### src/rtl/ball_motion_ctrl_pkg.sv
// Shared definitions for the breakout ball path: FSM state encoding, default
// playfield/serve constants and a saturating speed helper. Imported by the
// ball controller, the renderer and the collision detector.
package ball_motion_ctrl_pkg;

    typedef enum logic [1:0] {
        ST_IDLE   = 2'd0,
        ST_MOVE   = 2'd1,
        ST_PAUSED = 2'd2,
        ST_MISS   = 2'd3
    } ball_state_t;

    localparam int DEF_POS_W       = 10;
    localparam int DEF_BALL_R      = 8;
    localparam int DEF_LEFT_EDGE   = 0;
    localparam int DEF_RIGHT_EDGE  = 640;
    localparam int DEF_TOP_EDGE    = 0;
    localparam int DEF_BOTTOM_EDGE = 480;
    localparam int DEF_START_X     = 320;
    localparam int DEF_START_Y     = 400;
    localparam int DEF_DX_BASE     = 5;
    localparam int DEF_DY_BASE     = 10;

    function automatic logic [2:0] speed_inc(input logic [2:0] s);
        return (s == 3'd7) ? s : s + 3'd1;
    endfunction

endpackage

### src/rtl/ball_motion_ctrl_if.sv
// Ball controller bus: frame sync, launch/pause, collision inputs and the
// registered ball state presented to the renderer.
interface ball_motion_ctrl_if #(
    parameter int POS_W = 10
);
    logic             vsync;
    logic             start;
    logic             pause;
    logic             h_collision;
    logic             v_collision;
    logic [POS_W-1:0] ball_x;
    logic [POS_W-1:0] ball_y;
    logic             dir_x;
    logic             dir_y;
    logic             moving;
    logic             miss;
    logic [2:0]       speed;

    modport master (
        output vsync, start, pause, h_collision, v_collision,
        input  ball_x, ball_y, dir_x, dir_y, moving, miss, speed
    );

    modport slave (
        input  vsync, start, pause, h_collision, v_collision,
        output ball_x, ball_y, dir_x, dir_y, moving, miss, speed
    );
endinterface

### src/rtl/ball_axis_step.sv
// One axis of ball motion for a single frame: optional direction flip,
// candidate step, clamp against [MIN_P+BALL_R, MAX_P-BALL_R] with bounce.
// hit_max_o flags a clamp at the max bound while moving positive.
module ball_axis_step #(
    parameter int POS_W  = 10,
    parameter int MIN_P  = 0,
    parameter int MAX_P  = 640,
    parameter int BALL_R = 8
) (
    input  logic [POS_W-1:0] pos_i,
    input  logic             dir_i,
    input  logic             flip_i,
    input  logic [POS_W:0]   step_i,
    output logic [POS_W-1:0] pos_o,
    output logic             dir_o,
    output logic             hit_max_o
);
    localparam logic [POS_W:0] LIM_HI = (POS_W+1)'(MAX_P - BALL_R);
    localparam logic [POS_W:0] LIM_LO = (POS_W+1)'(MIN_P + BALL_R);

    logic             dir_f;
    logic [POS_W:0]   inc;
    logic [POS_W-1:0] dec;

    assign dir_f = dir_i ^ flip_i;
    assign inc   = {1'b0, pos_i} + step_i;
    assign dec   = pos_i - step_i[POS_W-1:0];

    // Wall clamp wins over the flip result; the low-side test avoids underflow
    always_comb begin
        pos_o     = pos_i;
        dir_o     = dir_f;
        hit_max_o = 1'b0;
        if (dir_f) begin
            if (inc >= LIM_HI) begin
                pos_o     = LIM_HI[POS_W-1:0];
                dir_o     = 1'b0;
                hit_max_o = 1'b1;
            end else begin
                pos_o = inc[POS_W-1:0];
            end
        end else begin
            if ({1'b0, pos_i} <= LIM_LO + step_i) begin
                pos_o = LIM_LO[POS_W-1:0];
                dir_o = 1'b1;
            end else begin
                pos_o = dec;
            end
        end
    end
endmodule

### src/rtl/ball_motion_ctrl.sv
// Breakout ball kinematics engine (pxl_clk domain). Steps the ball once per
// vsync rising edge, applies latched collision flips, clamps at the walls and
// runs the serve/miss cycle. Optional paddle-hit speed-up: BALL_SPEEDUP_EN.
//
//   state     | meaning
//   ----------+-------------------------------------------
//   ST_IDLE   | ball parked at serve position, wait start
//   ST_MOVE   | ball steps on each frame tick
//   ST_PAUSED | motion frozen, collisions still latched
//   ST_MISS   | one-cycle miss pulse, then back to serve
module ball_motion_ctrl
    import ball_motion_ctrl_pkg::*;
#(
    parameter int POS_W         = DEF_POS_W,
    parameter int BALL_R        = DEF_BALL_R,
    parameter int LEFT_EDGE     = DEF_LEFT_EDGE,
    parameter int RIGHT_EDGE    = DEF_RIGHT_EDGE,
    parameter int TOP_EDGE      = DEF_TOP_EDGE,
    parameter int BOTTOM_EDGE   = DEF_BOTTOM_EDGE,
    parameter int START_X       = DEF_START_X,
    parameter int START_Y       = DEF_START_Y,
    parameter int DX_BASE       = DEF_DX_BASE,
    parameter int DY_BASE       = DEF_DY_BASE,
    parameter int SERVE_UP      = 0,
    parameter int HITS_PER_STEP = 4
) (
    input logic               pxl_clk,
    input logic               reset_n,
    ball_motion_ctrl_if.slave bus
);
    localparam logic [POS_W-1:0] SERVE_X  = POS_W'(START_X);
    localparam logic [POS_W-1:0] SERVE_Y  = POS_W'(START_Y);
    localparam logic             SERVE_DY = (SERVE_UP == 0);

    ball_state_t      state_q, state_d;
    logic [POS_W-1:0] x_q, x_d, y_q, y_d;
    logic             dx_q, dx_d, dy_q, dy_d;
    logic             h_pend_q, h_pend_d, v_pend_q, v_pend_d;
    logic             vsync_q, moving_q, moving_d, miss_q, miss_d;
    logic [2:0]       speed;
    logic             tick, h_flip, v_flip;
    logic [POS_W:0]   step_x, step_y;
    logic [POS_W-1:0] x_nxt, y_nxt;
    logic             dx_nxt, dy_nxt, y_hit_max, x_hit_max_unused;

    assign tick   = bus.vsync & ~vsync_q;
    assign h_flip = h_pend_q | bus.h_collision;
    assign v_flip = v_pend_q | bus.v_collision;
    assign step_x = (POS_W+1)'(DX_BASE) + {{(POS_W-2){1'b0}}, speed};
    assign step_y = (POS_W+1)'(DY_BASE) + {{(POS_W-3){1'b0}}, speed, 1'b0};

`ifdef BALL_SPEEDUP_EN
    localparam int HIT_CNT_W = 4;

    logic [2:0]           speed_q, speed_d;
    logic [HIT_CNT_W-1:0] hits_q, hits_d, hits_inc;
    logic                 paddle_hit;

    assign speed      = speed_q;
    assign hits_inc   = hits_q + 1'b1;
    assign paddle_hit = (state_q == ST_MOVE) & tick & v_flip & dy_q;

    // Count paddle hits (downward ball flipped up) and bump speed per group
    always_comb begin
        speed_d = speed_q;
        hits_d  = hits_q;
        if (state_q == ST_MISS) begin
            speed_d = 3'd0;
            hits_d  = '0;
        end else if (paddle_hit) begin
            if (hits_inc == HIT_CNT_W'(HITS_PER_STEP)) begin
                speed_d = speed_inc(speed_q);
                hits_d  = '0;
            end else begin
                hits_d = hits_inc;
            end
        end
    end

    // Speed level and hit counter registers
    always_ff @(posedge pxl_clk or negedge reset_n) begin
        if (!reset_n) begin
            speed_q <= 3'd0;
            hits_q  <= '0;
        end else begin
            speed_q <= speed_d;
            hits_q  <= hits_d;
        end
    end
`else
    localparam int unused_hits_per_step = HITS_PER_STEP;
    assign speed = 3'd0;
`endif

    ball_axis_step #(
        .POS_W (POS_W), .MIN_P (LEFT_EDGE), .MAX_P (RIGHT_EDGE), .BALL_R (BALL_R)
    ) u_axis_x (
        .pos_i (x_q), .dir_i (dx_q), .flip_i (h_flip), .step_i (step_x),
        .pos_o (x_nxt), .dir_o (dx_nxt), .hit_max_o (x_hit_max_unused)
    );

    ball_axis_step #(
        .POS_W (POS_W), .MIN_P (TOP_EDGE), .MAX_P (BOTTOM_EDGE), .BALL_R (BALL_R)
    ) u_axis_y (
        .pos_i (y_q), .dir_i (dy_q), .flip_i (v_flip), .step_i (step_y),
        .pos_o (y_nxt), .dir_o (dy_nxt), .hit_max_o (y_hit_max)
    );

    // Next-state, motion update and pending-flag bookkeeping
    always_comb begin
        state_d  = state_q;
        x_d      = x_q;
        y_d      = y_q;
        dx_d     = dx_q;
        dy_d     = dy_q;
        h_pend_d = h_flip;
        v_pend_d = v_flip;
        case (state_q)
            ST_IDLE: begin
                if (bus.start) state_d = ST_MOVE;
            end
            ST_MOVE: begin
                if (tick) begin
                    x_d      = x_nxt;
                    y_d      = y_nxt;
                    dx_d     = dx_nxt;
                    dy_d     = dy_nxt;
                    h_pend_d = 1'b0;
                    v_pend_d = 1'b0;
                    if (y_hit_max) state_d = ST_MISS;
                end else if (bus.pause) begin
                    state_d = ST_PAUSED;
                end
            end
            ST_PAUSED: begin
                if (!bus.pause) state_d = ST_MOVE;
            end
            ST_MISS: begin
                x_d      = SERVE_X;
                y_d      = SERVE_Y;
                dx_d     = 1'b1;
                dy_d     = SERVE_DY;
                h_pend_d = 1'b0;
                v_pend_d = 1'b0;
                state_d  = ST_IDLE;
            end
            default: state_d = ST_IDLE;
        endcase
        moving_d = (state_d == ST_MOVE);
        miss_d   = (state_d == ST_MISS);
    end

    // State, position and flag registers
    always_ff @(posedge pxl_clk or negedge reset_n) begin
        if (!reset_n) begin
            state_q  <= ST_IDLE;
            x_q      <= SERVE_X;
            y_q      <= SERVE_Y;
            dx_q     <= 1'b1;
            dy_q     <= SERVE_DY;
            h_pend_q <= 1'b0;
            v_pend_q <= 1'b0;
            vsync_q  <= 1'b1;
            moving_q <= 1'b0;
            miss_q   <= 1'b0;
        end else begin
            state_q  <= state_d;
            x_q      <= x_d;
            y_q      <= y_d;
            dx_q     <= dx_d;
            dy_q     <= dy_d;
            h_pend_q <= h_pend_d;
            v_pend_q <= v_pend_d;
            vsync_q  <= bus.vsync;
            moving_q <= moving_d;
            miss_q   <= miss_d;
        end
    end

    assign bus.ball_x = x_q;
    assign bus.ball_y = y_q;
    assign bus.dir_x  = dx_q;
    assign bus.dir_y  = dy_q;
    assign bus.moving = moving_q;
    assign bus.miss   = miss_q;
    assign bus.speed  = speed;
endmodule

### src/flat_wrapper.sv
// flat-port wrapper written by rule: the top's interface ports become plain ports
module ball_motion_ctrl_flat import ball_motion_ctrl_pkg::*;
#(
    parameter int POS_W         = DEF_POS_W,
    parameter int BALL_R        = DEF_BALL_R,
    parameter int LEFT_EDGE     = DEF_LEFT_EDGE,
    parameter int RIGHT_EDGE    = DEF_RIGHT_EDGE,
    parameter int TOP_EDGE      = DEF_TOP_EDGE,
    parameter int BOTTOM_EDGE   = DEF_BOTTOM_EDGE,
    parameter int START_X       = DEF_START_X,
    parameter int START_Y       = DEF_START_Y,
    parameter int DX_BASE       = DEF_DX_BASE,
    parameter int DY_BASE       = DEF_DY_BASE,
    parameter int SERVE_UP      = 0,
    parameter int HITS_PER_STEP = 4
)
  (pxl_clk, reset_n, bus_vsync, bus_start, bus_pause, bus_h_collision, bus_v_collision, bus_ball_x, bus_ball_y, bus_dir_x, bus_dir_y, bus_moving, bus_miss, bus_speed);
  ball_motion_ctrl_if #(.POS_W(POS_W)) bus_i ();
  input logic pxl_clk;
  input logic reset_n;
  input wire logic [$bits(bus_i.vsync)-1:0] bus_vsync;
  input wire logic [$bits(bus_i.start)-1:0] bus_start;
  input wire logic [$bits(bus_i.pause)-1:0] bus_pause;
  input wire logic [$bits(bus_i.h_collision)-1:0] bus_h_collision;
  input wire logic [$bits(bus_i.v_collision)-1:0] bus_v_collision;
  output wire logic [$bits(bus_i.ball_x)-1:0] bus_ball_x;
  output wire logic [$bits(bus_i.ball_y)-1:0] bus_ball_y;
  output wire logic [$bits(bus_i.dir_x)-1:0] bus_dir_x;
  output wire logic [$bits(bus_i.dir_y)-1:0] bus_dir_y;
  output wire logic [$bits(bus_i.moving)-1:0] bus_moving;
  output wire logic [$bits(bus_i.miss)-1:0] bus_miss;
  output wire logic [$bits(bus_i.speed)-1:0] bus_speed;
  assign bus_i.vsync = bus_vsync;
  assign bus_i.start = bus_start;
  assign bus_i.pause = bus_pause;
  assign bus_i.h_collision = bus_h_collision;
  assign bus_i.v_collision = bus_v_collision;
  assign bus_ball_x = bus_i.ball_x;
  assign bus_ball_y = bus_i.ball_y;
  assign bus_dir_x = bus_i.dir_x;
  assign bus_dir_y = bus_i.dir_y;
  assign bus_moving = bus_i.moving;
  assign bus_miss = bus_i.miss;
  assign bus_speed = bus_i.speed;
  ball_motion_ctrl #(.POS_W(POS_W), .BALL_R(BALL_R), .LEFT_EDGE(LEFT_EDGE), .RIGHT_EDGE(RIGHT_EDGE), .TOP_EDGE(TOP_EDGE), .BOTTOM_EDGE(BOTTOM_EDGE), .START_X(START_X), .START_Y(START_Y), .DX_BASE(DX_BASE), .DY_BASE(DY_BASE), .SERVE_UP(SERVE_UP), .HITS_PER_STEP(HITS_PER_STEP)) u_core (.pxl_clk(pxl_clk), .reset_n(reset_n), .bus(bus_i));
endmodule
### config.mk
export PLATFORM = sky130hd
export DESIGN_NAME = ball_motion_ctrl_flat
export DESIGN_NICKNAME = d
export VERILOG_FILES = /design/src/rtl/ball_motion_ctrl_pkg.sv /design/src/rtl/ball_motion_ctrl_if.sv /design/src/rtl/ball_axis_step.sv /design/src/rtl/ball_motion_ctrl.sv /design/src/flat_wrapper.sv
export SDC_FILE = /design/constraint.sdc
export NUM_CORES = 1
export LEC_CHECK = 0
export ABC_AREA = 1
export CORE_MARGIN = 3
export CORE_UTILIZATION = 50
export CTS_CLUSTER_SIZE = 14
export DETAILED_ROUTE_END_ITERATION = 8
export MAX_ROUTING_LAYER = met4
export PLACE_DENSITY_LB_ADDON = 0.25
export SLEW_MARGIN = 0
export SYNTH_ARGS = -nofsm -noshare
export SYNTH_HDL_FRONTEND = slang
export SYNTH_SLANG_ARGS = --single-unit
### constraint.sdc
create_clock -name pxl_clk -period 3.7 [get_ports pxl_clk]
set_input_delay 0.37 -clock pxl_clk [delete_from_list [all_inputs] [get_ports pxl_clk]]
set_output_delay 0.37 -clock pxl_clk [all_outputs]
set_load 0.005 [all_outputs]
==> results.md <==
- Status: complete, no violations
- Std cell rows: 23
- Crit start category: input port
- Clock slew at reported path FFs: 100 ps
- Initial antenna violation count: 0
- Setup CP Type: in -> reg
- I/O pin total: 34
- Worst R2R Start: u_core.bus.ball_y[1]$_DFFE_PN0P_
- Flop and latch count out of synthesis: 28
- Leak pwr: 1.30 nW
- Mapped cell area: 0.00228 sq mm
- R2R Path End: u_core.bus.moving$_DFF_PN0_
- Clk Tree Root Cell: clkbuf_8
- DRC viols: 0
- Fmax: a little under 500 MHz
- Fillers: 402
- Post-CTS Setup Repair Bufs: 0
- Internal power: around 1.1 mW
- Largest net degree at the start of global routing: 29
- Reg2reg setup slack: 1780 ps
- Sw Pwr: 1.09 mW
- Clk pwr share: 8.9%
- Vias per std cell: 5.36
- Logic pwr share: 61.6%
- CTS buffer count: 3
- Routed len/inst: 13.3 microns
- Starting Density: 54.3%
- Skew-Pair Late Insertion Delay: 280 ps
- Unrepaired setup endpoints after global routing: no
- CTS tree: done
- Hold Vio Cnt, Final: 0
- Die width: ~74 microns
- Max cap viols: 0
- Congestion Overflow GR: 0
- Syn Inst Count: 347
- Worst hold path type: in -> async
- Maximum vdd drop: 0.000496 V
- H-tree depth: 1
- Minimum clock period: 2080 ps
- Crit-path max FO: 13
- Commonest cells after routing, fill and taps aside: nand2_1, inv_1, nor2_1
- Final Util: 63.1%
- Syn-to-layout area delta: 16.2%
- Layout cells sized above 1: 13.1%
- Detail Route Antenna Nets: 0
- Final wirelength: between 5 and 6 mm
- Critical path required time: 3890 ps
- Final net count: 389
- Die footprint: between 0.005 and 0.006 sq mm
- Chip height: 73.6 microns
- First-pass GRT wire length: 9.49 mm
- IO Port Bufs: 29
- Drt pass-1 iters: 7
- Switching Fraction: 50.1%
- DR vias: 2280
- Critical Path AT: 2280 ps
- Final Cycle Share: 56.3%
- Post-cts sizing count: 0
- Reg2Reg Depth: 12
- Placer Congestion: 0.980
- Sequential fraction of the synthesis area: 31.1%
- Sequential share of power: 29.5%
- Cts hold-fix bufs: 0
- CP endpoint kind: register
- Final setup violation count: 0
- Tot GR Track Use: 22.6%
- DP HPWL: 4.40 mm
- # clock sinks: 28
- Syn_area_per_cell: 6.58 sq um
- Synth Warn #: 0
- Synth unique cells: 32
- Commonest non-fill, non-tap cell in the layout: nand2_1
- Total negative slack: 0 ps
- Longest Clk Path Bufs: 2
- DRT iter0 DRCs: 216
- Skew final: 5.21 ps
- Vias in the first global route: 1998
- Count of pins over their slew limit: 0
- Ant diodes: 0
- Area of the core: 0.00420 sq mm
- Pwr/cell area: 819 mW/mm^2
==> worst max-delay path by stage <==
stage	startpoint	endpoint	slack, ps	depth (start not counted)
finish	bus_vsync	u_core.bus.dir_x$_DFFE_PN1P_	1620	9
global route	bus_vsync	u_core.bus.dir_x$_DFFE_PN1P_	1400	9
CTS	bus_vsync	u_core.bus.dir_x$_DFFE_PN1P_	1630	9
detailed placement	bus_vsync	u_core.bus.dir_x$_DFFE_PN1P_	1360	9
global placement	bus_vsync	u_core.bus.dir_x$_DFFE_PN1P_	1480	9
floorplan	u_core.bus.ball_y[4]$_DFFE_PN1P_	u_core.bus.moving$_DFF_PN0_	2070	12
==> routing by layer <==
metal / global-route usage (%) / share of wire (%)
met1: 33.6 / 48
met2: 33.6 / 46
met3: 3.15 / 5.5
met5: - / 0
met4: 3.22 / 0.55
==> cells in the mapped netlist, drive strengths merged <==
cell    instances  area [sq um]
o32ai           1          8.76
or2             1          6.26
o21bai          1          7.51
dfrtp          20           500
nand3          33           188
xnor2           1          16.3
dfstp           8           210
nor3            3          15.0
ha              6          75.1
conb            1          3.75
nand2         106           435
buf             7          50.0
nor2           50           215
xor2           13           121
a21oi          14          70.1
a22oi           1          7.51
inv            49           184
nand3b          1          7.51
o21ai          23           115
clkbuf          2          7.51
nand4           5          31.3
o22ai           1          6.26
==> kinds of logic (layout without fill, tap and decap cells) <==
group | Yosys count | after routing | synth area share (%)
and+or+nand+nor | 199 | 199 | 39.4
buffers and inverters | 58 | 83 | 10.6
AOI/OAI and AO/OA | 41 | 41 | 9.43
DFF | 28 | 28 | 31.1
xor gates and xnor gates | 14 | 14 | 6.03
adders and majority gates | 6 | 6 | 3.29
other | 1 | 4 | 0.164
==> registers in the layout, summed over array words and instances (netlist names) <==
name,count
u_core.bus.moving,1
u_core.state_q,2
u_core.bus.dir_x,1
u_core.bus.ball_x,10
u_core.bus.miss,1
u_core.bus.dir_y,1
u_core.vsync_q,1
u_core.bus.ball_y,9
u_core.v_pend_q,1
u_core.h_pend_q,1
==> metrics by stage <==
stage | power, mW | setup slack, ps | cells | hold WS, ps | area (sq um)
final | 2.17 | 1620 | 425 | 454 | 2650
after global routing | 2.37 | 1400 | 425 | 482 | 2650
after CTS | 2.16 | 1630 | 425 | 479 | 2650
after detailed placement | 1.96 | 1360 | 421 | 515 | 2600
after global placement | 1.94 | 1480 | 421 | 505 | 2600
after floorplan | 1.53 | 2070 | 350 | 74.4 | 2290
==> layout make-up <==
class                           instances  area [sq um]  area share (%)
Inverter                               49           184            6.94
Clock buffer                            4          55.1            2.08
Timing Repair Buffer                   30           298            11.2
Sequential cell                        28           711            26.8
Multi-Input combinational cell        264          1340            50.6
Tap cell                               50          62.6            2.36
==> worst max-delay path, cell delays in order <==
cell             delay [ps]
clkdlybuf4s50_1         470
inv_1                    40
nor2_1                  110
inv_1                    90
nor2_1                  160
inv_1                   100
nand2_1                 330
inv_1                   320
a22oi_1                 280
==> power groups by stage <==
stage          Combinational, mW  Clock, mW  Sequential (mW)
5_1_grt                     1.50      0.208            0.666
3_5_place_dp                1.32          0            0.645
6_report                    1.34      0.193            0.641
2_1_floorplan              0.947          0            0.581
3_3_place_gp                1.30          0            0.638
4_1_cts                     1.32      0.195            0.638
No activity file was read; power rests on OpenSTA's default activity.
